--- src/rtl/aes_round_key_store_if.sv ---
// aes_round_key_store_if: key-expansion handshake and round-key read bus of aes_round_key_store
interface aes_round_key_store_if;
  logic         key_load;
  logic [127:0] cipher_key;
  logic         exp_start;
  logic [127:0] exp_short_subkey;
  logic [127:0] exp_subkey;
  logic         exp_subkey_valid;
  logic         rk_rd_en;
  logic [3:0]   rk_rd_idx;
  logic [127:0] rk_data;
  logic         rk_data_valid;
  logic         rk_err;
  logic         keys_ready;
  logic         busy;
  logic         exp_timeout;
  logic         cache_hit;
  modport master (
    output key_load, cipher_key, exp_subkey, exp_subkey_valid, rk_rd_en, rk_rd_idx,
    input  exp_start, exp_short_subkey, rk_data, rk_data_valid, rk_err, keys_ready, busy,
           exp_timeout, cache_hit
  );
  modport slave (
    input  key_load, cipher_key, exp_subkey, exp_subkey_valid, rk_rd_en, rk_rd_idx,
    output exp_start, exp_short_subkey, rk_data, rk_data_valid, rk_err, keys_ready, busy,
           exp_timeout, cache_hit
  );
endinterface

--- src/rtl/aes_round_key_store.sv ---
// aes_round_key_store: captures streamed AES round keys into a file and serves them by index; define AES_KEY_CACHE_EN to skip re-expanding an unchanged key
module aes_round_key_store #(
  parameter int NUM_ROUNDS     = 10,
  parameter int TIMEOUT_CYCLES = 64
) (
  input logic clk,
  input logic reset,
  aes_round_key_store_if.slave bus
);
  localparam int WW = $clog2(TIMEOUT_CYCLES);
  typedef enum logic [1:0] {IDLE, START, CAPTURE, READY} state_t;
  state_t        state;
  logic [3:0]    wr_ptr;
  logic [WW-1:0] wdog;
  logic [127:0]  key_reg;
  logic [127:0]  key_file [NUM_ROUNDS+1];
  logic          hit;
  logic          load_go;
  logic          cap_wr;
`ifdef AES_KEY_CACHE_EN
  assign hit = state == READY && bus.key_load && bus.cipher_key == key_reg;
`else
  assign hit = 1'b0;
`endif
  assign load_go = bus.key_load && (state == IDLE || state == READY) && !hit;
  assign cap_wr  = state == CAPTURE && bus.exp_subkey_valid;
  assign bus.exp_short_subkey = key_reg;
  // key file is never cleared; keys_ready alone gates what can be read
  always_ff @(posedge clk) begin
    if (!reset && load_go) key_file[0] <= bus.cipher_key;
    if (!reset && cap_wr) key_file[wr_ptr] <= bus.exp_subkey;
  end
  always_ff @(posedge clk) begin
    if (reset) begin
      state           <= IDLE;
      wr_ptr          <= '0;
      wdog            <= '0;
      key_reg         <= '0;
      bus.exp_start   <= 1'b0;
      bus.busy        <= 1'b0;
      bus.keys_ready  <= 1'b0;
      bus.exp_timeout <= 1'b0;
      bus.cache_hit   <= 1'b0;
    end else begin
      bus.exp_start   <= 1'b0;
      bus.exp_timeout <= 1'b0;
      bus.cache_hit   <= hit;
      case (state)
        IDLE, READY: if (load_go) begin
          key_reg        <= bus.cipher_key;
          bus.keys_ready <= 1'b0;
          bus.exp_start  <= 1'b1;
          bus.busy       <= 1'b1;
          state          <= START;
        end
        START: begin
          wr_ptr <= 4'd1;
          wdog   <= '0;
          state  <= CAPTURE;
        end
        CAPTURE: if (bus.exp_subkey_valid) begin
          wr_ptr <= wr_ptr + 4'd1;
          wdog   <= '0;
          if (wr_ptr == 4'(NUM_ROUNDS)) begin
            bus.keys_ready <= 1'b1;
            bus.busy       <= 1'b0;
            state          <= READY;
          end
        end else if (wdog == WW'(TIMEOUT_CYCLES - 1)) begin
          bus.exp_timeout <= 1'b1;
          bus.busy        <= 1'b0;
          state           <= IDLE;
        end else wdog <= wdog + 1'b1;
        default: state <= IDLE;
      endcase
    end
  end
  // read path samples the pre-edge key file, so a same-cycle reload still returns old keys
  always_ff @(posedge clk) begin
    if (reset) begin
      bus.rk_data       <= '0;
      bus.rk_data_valid <= 1'b0;
      bus.rk_err        <= 1'b0;
    end else if (bus.rk_rd_en) begin
      bus.rk_data_valid <= bus.keys_ready && bus.rk_rd_idx <= 4'(NUM_ROUNDS);
      bus.rk_err        <= !(bus.keys_ready && bus.rk_rd_idx <= 4'(NUM_ROUNDS));
      bus.rk_data       <= bus.keys_ready && bus.rk_rd_idx <= 4'(NUM_ROUNDS) ? key_file[bus.rk_rd_idx] : '0;
    end else begin
      bus.rk_data_valid <= 1'b0;
      bus.rk_err        <= 1'b0;
    end
  end
endmodule

--- src/flat_wrapper.sv ---
// flat-port wrapper written by rule: the top's interface ports become plain ports
module aes_round_key_store_flat 
#(
  parameter int NUM_ROUNDS     = 10,
  parameter int TIMEOUT_CYCLES = 64
)
  (clk, reset, bus_key_load, bus_cipher_key, bus_exp_subkey, bus_exp_subkey_valid, bus_rk_rd_en, bus_rk_rd_idx, bus_exp_start, bus_exp_short_subkey, bus_rk_data, bus_rk_data_valid, bus_rk_err, bus_keys_ready, bus_busy, bus_exp_timeout, bus_cache_hit);
  aes_round_key_store_if bus_i ();
  input logic clk;
  input logic reset;
  input wire logic [$bits(bus_i.key_load)-1:0] bus_key_load;
  input wire logic [$bits(bus_i.cipher_key)-1:0] bus_cipher_key;
  input wire logic [$bits(bus_i.exp_subkey)-1:0] bus_exp_subkey;
  input wire logic [$bits(bus_i.exp_subkey_valid)-1:0] bus_exp_subkey_valid;
  input wire logic [$bits(bus_i.rk_rd_en)-1:0] bus_rk_rd_en;
  input wire logic [$bits(bus_i.rk_rd_idx)-1:0] bus_rk_rd_idx;
  output wire logic [$bits(bus_i.exp_start)-1:0] bus_exp_start;
  output wire logic [$bits(bus_i.exp_short_subkey)-1:0] bus_exp_short_subkey;
  output wire logic [$bits(bus_i.rk_data)-1:0] bus_rk_data;
  output wire logic [$bits(bus_i.rk_data_valid)-1:0] bus_rk_data_valid;
  output wire logic [$bits(bus_i.rk_err)-1:0] bus_rk_err;
  output wire logic [$bits(bus_i.keys_ready)-1:0] bus_keys_ready;
  output wire logic [$bits(bus_i.busy)-1:0] bus_busy;
  output wire logic [$bits(bus_i.exp_timeout)-1:0] bus_exp_timeout;
  output wire logic [$bits(bus_i.cache_hit)-1:0] bus_cache_hit;
  assign bus_i.key_load = bus_key_load;
  assign bus_i.cipher_key = bus_cipher_key;
  assign bus_i.exp_subkey = bus_exp_subkey;
  assign bus_i.exp_subkey_valid = bus_exp_subkey_valid;
  assign bus_i.rk_rd_en = bus_rk_rd_en;
  assign bus_i.rk_rd_idx = bus_rk_rd_idx;
  assign bus_exp_start = bus_i.exp_start;
  assign bus_exp_short_subkey = bus_i.exp_short_subkey;
  assign bus_rk_data = bus_i.rk_data;
  assign bus_rk_data_valid = bus_i.rk_data_valid;
  assign bus_rk_err = bus_i.rk_err;
  assign bus_keys_ready = bus_i.keys_ready;
  assign bus_busy = bus_i.busy;
  assign bus_exp_timeout = bus_i.exp_timeout;
  assign bus_cache_hit = bus_i.cache_hit;
  aes_round_key_store #(.NUM_ROUNDS(NUM_ROUNDS), .TIMEOUT_CYCLES(TIMEOUT_CYCLES)) u_core (.clk(clk), .reset(reset), .bus(bus_i));
endmodule
--- config.mk ---
export PLATFORM = sky130hd
export DESIGN_NAME = aes_round_key_store_flat
export DESIGN_NICKNAME = d
export VERILOG_FILES = /design/src/rtl/aes_round_key_store_if.sv /design/src/rtl/aes_round_key_store.sv /design/src/flat_wrapper.sv
export SDC_FILE = /design/constraint.sdc
export NUM_CORES = 2
export LEC_CHECK = 0
export BUFFER_PORTS_ARGS = -buffer_cell sky130_fd_sc_hd__buf_2
export CELL_PAD_IN_SITES_DETAIL_PLACEMENT = 0
export CELL_PAD_IN_SITES_GLOBAL_PLACEMENT = 1
export CORE_ASPECT_RATIO = 0.7
export CORE_MARGIN = 8
export CORE_UTILIZATION = 50
export DETAILED_ROUTE_END_ITERATION = 10
export PLACE_DENSITY_LB_ADDON = 0.12
export SLEW_MARGIN = 10
export SYNTH_ARGS = -nofsm -noshare
export SYNTH_HDL_FRONTEND = slang
export SYNTH_SLANG_ARGS = --single-unit
--- constraint.sdc ---
create_clock -name clk -period 23.4 [get_ports clk]
set_input_delay 4.68 -clock clk [delete_from_list [all_inputs] [get_ports clk]]
set_output_delay 4.68 -clock clk [all_outputs]
set_load 0.05 [all_outputs]
## Word-level counts from Yosys, hierarchy flattened

Memories as Yosys holds them, arrays and structs flattened.
Index checks and enable logic that the tools add are counted.

- Reductions and logical operators: 22
- Add/sub/neg operators: 2
- Divide/modulo/power cells: 0
- Bitwise logic cells: 3
- Shifts and indexed selects: 0
- $lt $le $gt $ge: 1
- Equal/unequal tests: 11
- Mux-type cells: 29
- $mul: 0

Operator list:

| cell | number |
|---|---|
| two-way mux 128 bit | 2 |
| OR reduction 128 bit | 1 |
| two-way mux 1 bit | 14 |
| two-way mux 6 bit | 2 |
| one-hot mux 6 bit (2 select lines) | 1 |
| inequality test 3 bit, second input constant | 3 |
| two-way mux 2 bit | 4 |
| two-way mux 4 bit | 2 |
| one-hot mux 4 bit (2 select lines) | 1 |
| AND reduction 4 bit | 2 |
| adder 6 x 1 -> 6 bit, second input constant | 1 |
| equality test 6 bit, second input constant | 1 |
| one-hot mux 2 bit (3 select lines) | 1 |
| AND reduction 2 bit | 3 |
| OR reduction 2 bit | 3 |
| logical AND 1 bit | 5 |
| adder 4 x 1 -> 4 bit, second input constant | 1 |
| equality test 2 bit, second input constant | 2 |
| equality test 4 bit, second input constant | 1 |
| less-or-equal comparator 4 bit, second input constant | 1 |
| inequality test 2 bit, second input constant | 2 |
| one-hot mux 1 bit (2 select lines) | 2 |
| nonzero test 2 bit | 2 |
| NOT 1 bit | 3 |
| other kinds (7) | 8 |

- Output and inout port bits: 263
- Input bits: 265
- Bits in read-only memories: 0
- RAM bits: 1408
- Bits in registers: 274
- Latch bits: 0
- Logic and storage cells: 80
- Memories: 1

Memories:

| memory | depth | bits a word | read ports | clocked after Yosys merged registers in | wr ports | line | source |
|---|---|---|---|---|---|---|---|
| u_core.key_file | 11 | 128 | 1 | 0 | 1 | aes_round_key_store.sv:16 | `logic [127:0] key_file [NUM_ROUNDS+1];` |

## Longest topological paths before layout

- Depth in word-level cells: 7
- Depth in mapped cells: 8
- Mapped depth without buffers: 6

## Worst setup path before layout

Ideal clock, no wire load.

- Path type: input port to flip-flop
- Start: input port reset
- End: memory u_core.key_file[1][0], enable pin
- Path buffers: 2
- Path slack: 5.172 ns
- Data arrival time: 17.301 ns
- Setup time: 0.928 ns
- Stages: 4
- Data required time: 22.472 ns
- Cells stage by stage: clkbuf_1 -> nand3b_1 -> clkbuf_1 -> nor4_1

- Word-level cells in the longest chain between the ends: 6
- Elaborated cells on any way between the ends: 10
- Those cells by class: mux (6); reduce/logical (4)

Ends and longest elaborated chain:

| item | line | source |
|---|---|---|
| from (decl) | flat_wrapper.sv:10 | `input logic reset;` |
| logical NOT 1 bit * | aes_round_key_store.sv:30, aes_round_key_store.sv:31 |  |
| logical AND 1 bit | aes_round_key_store.sv:31 | `if (!reset && cap_wr) key_file[wr_ptr] <= bus.exp_subkey;` |
| two-way mux 1 bit | aes_round_key_store.sv:31 |  |
| two-way mux 1 bit (not written as such) | aes_round_key_store.sv:31 |  |
| OR reduction 128 bit (no source line) | - |  |
| two-way mux 4 bit (no source line) or two-way mux 1 bit (tied branches) | - |  |
| to (decl) | aes_round_key_store.sv:16 |  |

Every way passes the cells marked *; elsewhere a longest branch is shown, timed or not.

## Final worst setup path

- Start: input port bus_rk_rd_idx[1]
- End: register u_core.bus.rk_data[64]

- Word-level cells in the longest chain between the ends: 3
- Elaborated cells on any way between the ends: 4
- Those cells by class: order compare (1); mux (1); reduce/logical (1); memory (1)

Ends and longest elaborated chain:

| item | line | source |
|---|---|---|
| from (decl) | flat_wrapper.sv:16 | `input wire logic [$bits(bus_i.rk_rd_idx)-1:0] bus_rk_rd_idx;` |
| less-or-equal comparator 4 bit | aes_round_key_store.sv:87 | `bus.rk_data <= bus.keys_ready && bus.rk_rd_idx <= 4'(NUM_ROUNDS) ? key_file[bus.rk_rd_idx] : '0;` |
| logical AND 1 bit | aes_round_key_store.sv:87 |  |
| two-way mux 128 bit * | aes_round_key_store.sv:87 |  |
| to (signal assigned) | aes_round_key_store.sv:87 |  |
| to (decl) | aes_round_key_store_if.sv:25 | `output exp_start, exp_short_subkey, rk_data, rk_data_valid, rk_err, keys_ready, busy,` |

Marked as above.
A chain may end at the register's enable or synchronous reset.

==> run summary <==
status: finished, final reports clean
fin area: 0.07434 sq mm
Gate Count Post-Synth: 4,241
maxcap violations: 0
drt drc: 0
Worst-Skew Late Latency: 0.78 ns
sw frac: 24.85%
Antenna Nets Post-Route: 0
sequential power share: 50.4%
largest stage delay on the critical path: 0.89 ns
hold-critical path depth: 2
most used cell along the critical path: buf_4
Layout Nets: 4,984
I/O Pins: 528
CTS tree: done
crit start category: input port
crit path time final: 7.566 ns
drt pass-1 iters: 5
Setup TNS: 0 ns
routed vias: 37.51k
FF/Latch Area: 0.04777 sq mm
Post-DP Area: 0.06895 sq mm
clock sinks: 1,682
Hold Buf Count CTS: 0
RSZ-0062 raised after global routing: no
Hold Violations, Final: 0
largest net degree at the start of global routing: 115
Slew @ Worst Pin: 1.202 ns
synthesized net count: 4,511
Max Clk Rate: 132.2 MHz
commonest cells after routing, fill and taps aside: edfxtp_1, nand2_1, mux2i_1
R2R depth: 7
Max clock buf depth: 3
Rows: 110
Clock Skew: 0.01755 ns
Setup CP Type: in -> reg
Post-CTS Resized: 0
fin cells: 6,590
max_slew headroom: 19.89%
share of cells above drive strength 1: 20.20%
VDD IR-drop max: 63.36 uV
P_leak: 0.02761 uW
Wirelength per Cell: 26.04 um
Post-synth EDFFs: 1,408
DRT iter0 DRCs: 2,864
CP Capture Type: flop
GRT Residual Overflow: 0
ys flop type: edfxtp_1
initial antenna violation count: 3
sequential share of the synthesized area: 73.60%
data arrival time of the worst path: 8.23 ns
commonest non-fill, non-tap cell in the layout: edfxtp_1
Yosys Warn Count: 0
Util after Layout: 57.77%
Worst Path Required: 24.07 ns
Yosys reg bits: 1,682
Worst Path Max Fanout: 79
Root Driver: clkbuf_16
CORE AREA: 0.1287 sq mm
post-route clock period utilization: 32.33%
full die area: 0.1418 sq mm
Tot GR Track Use: 23.51%
post-CTS setup buffer count: 0
Critical-path top delay cell: buf_4
final setup violation count: 0
post-synth cell types: 44
Hold Crit Class: reg -> reg
Logic pwr share: 10.4%
PD cells: 90.81 mW/mm^2
vias in the first global route: 37.19k
clock power share: 39.2%
Initial Util: 50.43%
Final Max Slew Viols: 0
area of the multi-input gates: 0.01578 sq mm
worst path cell trace: buf_8, buf_4, buf_4, mux2i_1, o22ai_1, or3_1, a32o_1
Vias/cell: 5.692
Avg Inst Size Synth: 15.30 sq um
Sw Pwr: 1677 uW
I/O Buffers: 526
Hold WS: 0.4501 ns
Post-Route WL: 171,600 um
Synth async-reset ratio: 0%
Post-Syn Area: 0.06490 sq mm
# fillers: 10.20k
HPWL after DPL: 87,690 um
dpl cells: 6,287
Die Wd: 446.6 um
first-pass GRT wire length: 251,300 um
Internal: 5073 uW
Final GP Congestion: 0.7595
Worst-path clk slew: 0.06 ns
H-tree levels: 4
P&R area growth vs syn: 14.55%
Die Y: 317.4 um
cts bufs inserted: 161
-- registers in the layout (all words and copies together) (netlist names) --
register,cells
u_core.key_file,1408
u_core.bus.exp_short_subkey,128
u_core.bus.rk_data,128
u_core.wdog,6
u_core.wr_ptr,4
u_core.state,2
u_core.bus.busy,1
u_core.bus.exp_start,1
u_core.bus.exp_timeout,1
u_core.bus.keys_ready,1
u_core.bus.rk_data_valid,1
u_core.bus.rk_err,1
-- metal layers --
| metal | track usage, % | vias to the layer above | part of all wire [%] |
|---|---|---|---|
| met5 | 0 | - | 0 |
| met4 | 6.830 | 0 | 2.3 |
| met3 | 2.886 | 231 | 4.8 |
| met2 | 39.32 | 1002 | 49 |
| met1 | 32.51 | 19183 | 44 |
| li1 | - | 17095 | - |
-- worst paths after layout --
path                                                       from                               to  slack [ns]
worst max register to register                  u_core.state[0]          u_core.key_file[1][127]       19.43
worst max-delay path                           bus_rk_rd_idx[1]           u_core.bus.rk_data[64]       15.83
worst min-delay path            u_core.bus.exp_short_subkey[61]  u_core.bus.exp_short_subkey[61]        0.45
worst min register to register  u_core.bus.exp_short_subkey[61]  u_core.bus.exp_short_subkey[61]        0.45
-- cell type report --
class                      instances  share of cell area (%)
multi-input combinational       2278                   21.22
sequential                      1682                   64.26
inverter                           5                 0.02525
clock inverter                    91                   1.249
tap                             1736                   2.922
antenna                            3                 0.01010
clock buffer                     209                   5.984
timing repair buffer             586                   4.331
-- power groups by stage --
stage	logic (uW)	registers (uW)	clock network, uW
final	702	3400	2650
after global routing	755	3410	2810
after CTS	711	3400	2700
after detailed placement	710	3460	0
after global placement	703	3460	0
after floorplan	333	3620	0
-- cells in the mapped netlist (2+ instances only) --
library cell  count  share of area (%)
nor3_1            7              0.054
xnor2_1           3              0.040
buf_4            27               0.31
buf_6            29               0.50
buf_2            90               0.69
a32o_1          129                2.0
nand2b_1          5              0.048
nand3b_1          2              0.023
o22ai_1         256                2.5
dfxtp_1         274                8.5
edfxtp_1       1408                 65
nand2_1         782                4.5
or2_2             2              0.019
a31oi_1           3              0.029
ha_1              5              0.096
mux2i_1         640                9.9
inv_1             5              0.029
nor2b_1           2              0.019
or3_1           128                1.2
and3_1            4              0.039
nor2_1           20               0.12
mux2_2          128                2.2
buf_1             7              0.040
nor4_1            3              0.029
clkbuf_1        123               0.71
a21oi_1         134                1.0
o21ai_0           8              0.062
-- through the flow --
step | total power [uW] | setup slack (ns)
floorplan | 3949 | 5.172
CTS | 6810 | 15.92
finish | 6750 | 15.83
global route | 6969 | 15.75
detailed placement | 4173 | 15.07
global placement | 4164 | 15.09
-- cell families (layout without fill, tap and decap cells) --
| family | after synthesis | in the layout | synth area share, % |
|---|---|---|---|
| xor+xnor | 3 | 3 | 0.04049 |
| mux | 768 | 768 | 12.09 |
| flops | 1682 | 1682 | 73.60 |
| buf+inv | 281 | 891 | 2.290 |
| fa+ha+maj | 5 | 5 | 0.09640 |
| compound gates | 539 | 539 | 5.691 |
| other cells | 1 | 4 | 0.005778 |
| simple gates | 962 | 962 | 6.181 |
-- worst max-delay path: cells and delay by family --
kind	cells	cell delay, ns
and+or+nand+nor	1	0.38
buffers and inverters	3	2.37
muxes	1	0.28
AOI/OAI and AO/OA	2	0.34
No activity file was read; power rests on OpenSTA's default activity.
